### src/rtl/mc_cpu_pkg.sv
// Shared encodings for the multicycle CPU control path: FSM states, opcodes, ALU and next-PC selects.
// MC_CTRL_HALT_EN adds the HALT state and the HALT opcode decode.
package mc_cpu_pkg;

  typedef enum logic [2:0] {
    S_IF   = 3'b000,
    S_ID   = 3'b001,
    S_EXE  = 3'b010,
    S_MEM  = 3'b011,
    S_WB   = 3'b100
`ifdef MC_CTRL_HALT_EN
    , S_HALT = 3'b111
`endif
  } state_t;

  localparam logic [5:0] OP_ADD  = 6'b000000;
  localparam logic [5:0] OP_SUB  = 6'b000001;
  localparam logic [5:0] OP_ADDI = 6'b000010;
  localparam logic [5:0] OP_OR   = 6'b010000;
  localparam logic [5:0] OP_AND  = 6'b010001;
  localparam logic [5:0] OP_SW   = 6'b110000;
  localparam logic [5:0] OP_LW   = 6'b110001;
  localparam logic [5:0] OP_BEQ  = 6'b110100;
  localparam logic [5:0] OP_J    = 6'b111000;
  localparam logic [5:0] OP_HALT = 6'b111111;

  localparam logic [2:0] ALU_ADD = 3'b000;
  localparam logic [2:0] ALU_SUB = 3'b001;
  localparam logic [2:0] ALU_OR  = 3'b010;
  localparam logic [2:0] ALU_AND = 3'b011;

  localparam logic [1:0] PC_INC = 2'b00;
  localparam logic [1:0] PC_BR  = 2'b01;
  localparam logic [1:0] PC_JMP = 2'b10;

  typedef enum logic [2:0] {
    C_NOP, C_RTYPE, C_ADDI, C_LW, C_SW, C_BEQ, C_J, C_HALT
  } op_class_t;

  // Anything not listed falls through as a NOP; HALT only exists when the feature is built.
  function automatic op_class_t classify(input logic [5:0] op);
    op_class_t c;
    case (op)
      OP_ADD, OP_SUB, OP_OR, OP_AND: c = C_RTYPE;
      OP_ADDI: c = C_ADDI;
      OP_LW:   c = C_LW;
      OP_SW:   c = C_SW;
      OP_BEQ:  c = C_BEQ;
      OP_J:    c = C_J;
`ifdef MC_CTRL_HALT_EN
      OP_HALT: c = C_HALT;
`endif
      default: c = C_NOP;
    endcase
    return c;
  endfunction

endpackage

### src/rtl/mc_ctrl_decode.sv
// Combinational control decode: next state and datapath controls from current state, opcode and zero.
// MC_CTRL_HALT_EN enables the HALT state transitions.
module mc_ctrl_decode
  import mc_cpu_pkg::*;
#(
  parameter int OPW = 6
) (
  input  state_t         cur_state,
  input  logic [OPW-1:0] opcode,
  input  logic           zero,
  output state_t         next_state,
  output logic           pcwre,
  output logic           irwre,
  output logic [1:0]     pcsrc,
  output logic           alusrcb,
  output logic [2:0]     aluop,
  output logic           regwre,
  output logic           regdst,
  output logic           memrd,
  output logic           memwr,
  output logic           dbdatasrc
);

  logic [5:0] op6;
  op_class_t  cls;

  assign op6 = 6'(opcode);
  assign cls = classify(op6);

  always_comb begin
    next_state = S_IF;
    pcwre      = 1'b0;
    irwre      = 1'b0;
    pcsrc      = PC_INC;
    alusrcb    = 1'b0;
    aluop      = ALU_ADD;
    regwre     = 1'b0;
    regdst     = 1'b0;
    memrd      = 1'b0;
    memwr      = 1'b0;
    dbdatasrc  = 1'b0;

    // ALU function follows the opcode in every state; only EXE makes use of it.
    if (cls == C_BEQ || op6 == OP_SUB) aluop = ALU_SUB;
    else if (op6 == OP_OR)             aluop = ALU_OR;
    else if (op6 == OP_AND)            aluop = ALU_AND;

    case (cur_state)
      S_IF: begin
        irwre      = 1'b1;
        next_state = S_ID;
      end
      S_ID: begin
        case (cls)
          C_J: begin
            pcwre      = 1'b1;
            pcsrc      = PC_JMP;
            next_state = S_IF;
          end
          C_NOP: begin
            pcwre      = 1'b1;
            next_state = S_IF;
          end
`ifdef MC_CTRL_HALT_EN
          C_HALT: next_state = S_HALT;
`endif
          default: next_state = S_EXE;
        endcase
      end
      S_EXE: begin
        alusrcb = (cls == C_ADDI) || (cls == C_LW) || (cls == C_SW);
        if (cls == C_BEQ) begin
          pcwre      = 1'b1;
          pcsrc      = zero ? PC_BR : PC_INC;
          next_state = S_IF;
        end else if (cls == C_LW || cls == C_SW) begin
          next_state = S_MEM;
        end else begin
          next_state = S_WB;
        end
      end
      S_MEM: begin
        if (cls == C_SW) begin
          memwr      = 1'b1;
          pcwre      = 1'b1;
          next_state = S_IF;
        end else begin
          memrd      = 1'b1;
          dbdatasrc  = 1'b1;
          next_state = S_WB;
        end
      end
      S_WB: begin
        pcwre      = 1'b1;
        regwre     = 1'b1;
        regdst     = (cls == C_RTYPE);
        memrd      = (cls == C_LW);
        dbdatasrc  = (cls == C_LW);
        next_state = S_IF;
      end
`ifdef MC_CTRL_HALT_EN
      S_HALT: next_state = S_HALT;
`endif
      default: next_state = S_IF;
    endcase
  end

endmodule

### src/rtl/mc_control_unit.sv
// Multicycle CPU control unit: state register plus gated enables around mc_ctrl_decode.
// MC_CTRL_HALT_EN builds the HALT state (left only by reset); otherwise HALT decodes as NOP.
//
// state | meaning
// IF    | fetch, IR write
// ID    | decode; J and NOP finish here
// EXE   | ALU op; BEQ finishes here
// MEM   | data memory; SW finishes here
// WB    | register write-back
// HALT  | stopped until reset (feature build only)
module mc_control_unit
  import mc_cpu_pkg::*;
#(
  parameter int OPW = 6
) (
  input  logic           CLK,
  input  logic           RST_n,
  input  logic [OPW-1:0] opcode,
  input  logic           zero,
  output logic           PCWre,
  output logic           IRWre,
  output logic [1:0]     PCSrc,
  output logic           ALUSrcB,
  output logic [2:0]     ALUOp,
  output logic           RegWre,
  output logic           RegDst,
  output logic           MemRd,
  output logic           MemWr,
  output logic           DBDataSrc,
  output logic [2:0]     state,
  output logic           halted
);

  state_t state_q, state_d;
  logic   run;
  logic   pcwre, irwre, regwre, memrd, memwr;

  mc_ctrl_decode #(.OPW(OPW)) u_decode (
    .cur_state  (state_q),
    .opcode     (opcode),
    .zero       (zero),
    .next_state (state_d),
    .pcwre      (pcwre),
    .irwre      (irwre),
    .pcsrc      (PCSrc),
    .alusrcb    (ALUSrcB),
    .aluop      (ALUOp),
    .regwre     (regwre),
    .regdst     (RegDst),
    .memrd      (memrd),
    .memwr      (memwr),
    .dbdatasrc  (DBDataSrc)
  );

  // run holds the FSM in IF, enables off, until the first edge after reset release.
  always_ff @(posedge CLK or negedge RST_n) begin
    if (!RST_n) begin
      state_q <= S_IF;
      run     <= 1'b0;
    end else begin
      run <= 1'b1;
      if (run) state_q <= state_d;
    end
  end

  assign PCWre  = run & pcwre;
  assign IRWre  = run & irwre;
  assign RegWre = run & regwre;
  assign MemRd  = run & memrd;
  assign MemWr  = run & memwr;
  assign state  = state_q;

`ifdef MC_CTRL_HALT_EN
  assign halted = (state_q == S_HALT);
`else
  assign halted = 1'b0;
`endif

endmodule
### config.mk
export PLATFORM = sky130hd
export DESIGN_NAME = mc_control_unit
export DESIGN_NICKNAME = d
export VERILOG_FILES = /design/src/rtl/mc_cpu_pkg.sv /design/src/rtl/mc_ctrl_decode.sv /design/src/rtl/mc_control_unit.sv
export SDC_FILE = /design/constraint.sdc
export NUM_CORES = 1
export LEC_CHECK = 0
export CAP_MARGIN = 5
export CORE_UTILIZATION = 39
export DETAILED_ROUTE_END_ITERATION = 10
export PLACE_DENSITY = 0.76
export SKIP_CTS_REPAIR_TIMING = 1
export SYNTH_ARGS = -nofsm -noshare
export SYNTH_HDL_FRONTEND = slang
export SYNTH_SLANG_ARGS = --single-unit
### constraint.sdc
create_clock -name CLK -period 1.7 [get_ports CLK]
set_input_delay 0.34 -clock CLK [delete_from_list [all_inputs] [get_ports CLK]]
set_output_delay 0.34 -clock CLK [all_outputs]
set_load 0.05 [all_outputs]
==> impl_metrics.env, run 1 <==
export IMPL_start_util_pct=41.9
export IMPL_row_count=13
export IMPL_clock_sinks=4
export IMPL_yosys_register_bits=4
export IMPL_synth_top_cell_area_share_pct=18.6
export IMPL_die_w_um=39.1
export IMPL_yosysSeqAreaShare_pct=18.6
export IMPL_synth_edf_count=0
export IMPL_place_area_um2=1160
export IMPL_synthesis_area_um2=538
export IMPL_synth_area_leaders="dfrtp_1, buf_6, nor2_1"
export IMPL_async_flop_share_pct=100
export IMPL_post_place_ws_ps=-540
export IMPL_cts_buffer_depth=2
export IMPL_cts_buffers=3
export IMPL_worst_path_end_type="output port"
export IMPL_gp_congestion=0.889
export IMPL_portBuffers=23
export IMPL_yosys_area_top_type="dfrtp_1"
export IMPL_cts_root_buf="clkbuf_4"
export IMPL_worstEndpointGrtRepair="MemRd"
export IMPL_yosysUniqueCellTypes=33
export IMPL_status="aborted with a tool error"
export IMPL_syn_inst=72
export IMPL_ys_flop_type="dfrtp_1"
export IMPL_dp_hpwl_um=1690
export IMPL_stop_error="[ERROR DPL-0038] Utilization greater than 100%, impossible to legalize"
export IMPL_grt_max_degree=9
export IMPL_die_height_um=39.1
export IMPL_ioPinCount=26
export IMPL_htree_levels=1
export IMPL_haltStage="global routing"
export IMPL_syn_avg_cell_area_um2=7.47
export IMPL_ys_warn_count=0
[cells by family after synthesis]
group / count (synthesis) / share of synthesized area (%)
other: 2 / 1.40
buffers and inverters: 13 / 15.1
xor gates and xnor gates: 1 / 1.63
AOI/OAI and AO/OA: 16 / 20.0
DFF: 4 / 18.6
and+or+nand+nor: 36 / 43.3
[Yosys cell counts, types with 3 or more instances]
cell type and number:
nor2_1 7, a21oi_1 5, inv_1 5, dfrtp_1 4
nand2_1 4, nor4_1 4, buf_6 3, nand3_1 3
nor2b_1 3, nor3_1 3, o21ai_0 3, o22ai_1 3
[stage by stage]
stage | hold WS (ps) | instances
CTS | 297 | 132
floorplan | 44.4 | 73
detailed placement | 558 | 128
global placement | 548 | 128
==> run 2: changes to the inputs <==
- CORE_AREA: unset -> 2 2 63 65
- CORE_UTILIZATION: 39 -> unset
- DIE_AREA: unset -> 0 0 65 67
- PLACE_DENSITY: 0.76 -> unset
- PLACE_DENSITY_LB_ADDON: unset -> 0.15
==> impl_metrics.env, run 2 <==
export IMPL_ys_warn_count=0
export IMPL_cap_violations=0
export IMPL_whs_ps=321
export IMPL_p_clk_share_pct=26.0
export IMPL_die_area_um2=4360
export IMPL_cts_buffers=3
export IMPL_grt_total_usage_pct=9.02
export IMPL_holdCritPathClass="in -> async"
export IMPL_critPathMaxFanout=2
export IMPL_async_flop_share_pct=100
export IMPL_die_height_um=67
export IMPL_layout_min_cycle_time_ps=2160
export IMPL_ys_top_cells_by_count="nor2_1, a21oi_1, inv_1"
export IMPL_skew_ps=4.27
export IMPL_grt_pass1_wl_um=3040
export IMPL_grt_pass1_vias=674
export IMPL_synth_edf_count=0
export IMPL_wl_per_cell_um=11.5
export IMPL_switching_power_uw=315
export IMPL_layout_common_cells="buf_4, buf_12, inv_1, buf_6, clkbuf_2"
export IMPL_crit_type="reg -> out"
export IMPL_clkSlewWorstSetupHoldPaths_ps=30
export IMPL_yosys_register_bits=4
export IMPL_dp_hpwl_um=1590
export IMPL_status="complete, but fails checks"
export IMPL_hold_viol_final=0
export IMPL_synth_most_common_cell="nor2_1"
export IMPL_synthesis_area_um2=538
export IMPL_drive_gt1_share_pct=68.5
export IMPL_ant_nets=0
export IMPL_fin_nets=134
export IMPL_yosysUniqueCellTypes=33
export IMPL_ys_flop_type="dfrtp_1"
export IMPL_syn_avg_cell_area_um2=7.47
export IMPL_firstDrtPassIters=4
export IMPL_final_common_cell="buf_4"
export IMPL_p_comb_share_pct=59.1
export IMPL_viasPerCell=4.24
export IMPL_diodes=0
export IMPL_cp_data_required_time_ps=1360
export IMPL_slew_violations=0
export IMPL_grt_antenna_before_repair=0
export IMPL_wirelength_um=1980
export IMPL_peakVddDrop_mv=0.236
export IMPL_area_delta_synth_final_pct=155
export IMPL_yosysSeqAreaShare_pct=18.6
export IMPL_final_cell_area_um2=1370
export IMPL_gp_congestion=0.822
export IMPL_core_area_um2=3610
export IMPL_row_count=22
export IMPL_start_util_pct=14.9
export IMPL_drc=0
export IMPL_htree_levels=1
export IMPL_clock_sinks=4
export IMPL_synth_top_cell_area_share_pct=18.6
export IMPL_fin_crit_sh_pct=127
export IMPL_synth_area_leaders="dfrtp_1, buf_6, nor2_1"
export IMPL_seq_power_share_pct=14.9
export IMPL_fin_cells=172
export IMPL_finalSetupViolCount=9
export IMPL_clkLatencyLatePin_ps=220
export IMPL_grt_max_degree=12
export IMPL_failed_checks="setup timing"
export IMPL_fin_util_pct=38.1
export IMPL_syn_inst=72
export IMPL_cts_root_buf="clkbuf_8"
export IMPL_post_place_ws_ps=-551
export IMPL_die_w_um=65
export IMPL_fill_cells=365
export IMPL_yosys_area_top_type="dfrtp_1"
export IMPL_setup_tns_ps=-2070
export IMPL_tritoncts="done"
export IMPL_p_per_area_nw_per_um2=594
export IMPL_ioPinCount=26
export IMPL_portBuffers=23
export IMPL_worstPathArrival_ps=1820
export IMPL_leakagePower_nw=0.547
export IMPL_largest_reg_flops=3
export IMPL_end_kind="output port"
export IMPL_grt_overflow=0
export IMPL_cts_buffer_depth=2
export IMPL_max_freq_ghz=0.463
export IMPL_total_power_uw=815
export IMPL_r2r_cells=6
export IMPL_place_area_um2=1230
export IMPL_dp_cells=163
export IMPL_rsz0062_at_grt="true"
export IMPL_num_vias=729
export IMPL_drt_initial_drc_count=24
export IMPL_crit_path_start_kind="flip-flop"
export IMPL_setup_ws_ps=-458
export IMPL_swShare_pct=38.6
export IMPL_p_int_uw=501
## run 2: cell counts after synthesis
No cell type changed its count.
## run 2: cell type report
cell class	count	area, um^2	share of cell area, %
inverter	6	22.5	1.64
multi-input combinational	56	522	38.0
tap	48	60.1	4.38
sequential	4	104	7.57
timing repair buffer	54	619	45.1
clock buffer	4	45.0	3.28
## run 2: metal layers
layer	track usage (%)	vias to the layer above	wire length (um)
li1	-	360	-
met1	11.6	347	824
met2	15.5	20	1070
met3	1.01	2	74
met4	3.19	0	13
met5	0	-	0
## run 2: power groups by stage
stage / Sequential [mW] / Combinational, mW / Clock, mW
2_1_floorplan: 0.152 / 0.209 / 0
3_3_place_gp: 0.125 / 0.430 / 0
3_5_place_dp: 0.124 / 0.428 / 0
4_1_cts: 0.123 / 0.430 / 0.216
5_1_grt: 0.123 / 0.507 / 0.221
6_report: 0.122 / 0.482 / 0.212
## run 2: cell families (layout without fill, tap and decap cells)
logic type	after synthesis	after routing	share of synthesized area, %
buf+inv	13	64	15.1
compound gates	16	16	20.0
other cells	2	3	1.40
simple gates	36	36	43.3
flops	4	4	18.6
xor+xnor	1	1	1.63
## run 2: final timing paths
check                                startpoint              endpoint  slack (ps)
max                        state[0]$_DFFE_PN0P_                 MemRd        -460
min                                       RST_n  state[2]$_DFFE_PN0P_         320
max reg2reg                state[0]$_DFFE_PN0P_  state[2]$_DFFE_PN0P_         250
min reg2reg                       run$_DFF_PN0_  state[0]$_DFFE_PN0P_         650
max in group asynchronous                 RST_n  state[1]$_DFFE_PN0P_        1200
min in group CLK                      opcode[0]  state[2]$_DFFE_PN0P_         650
## run 2: critical path, stage by stage (launching register included)
cell     delay, ps
dfrtp_2        410
or2_4          250
nor4b_4        320
nand4_1        240
a21oi_4        230
buf_12         150
Power figures use the tool's default switching activity.
==> run 3: changes to the inputs <==
- CAP_MARGIN: 5 -> 30
==> results of run 3 <==
No change in the layout: final DEF, timing and power equal those of run 2.
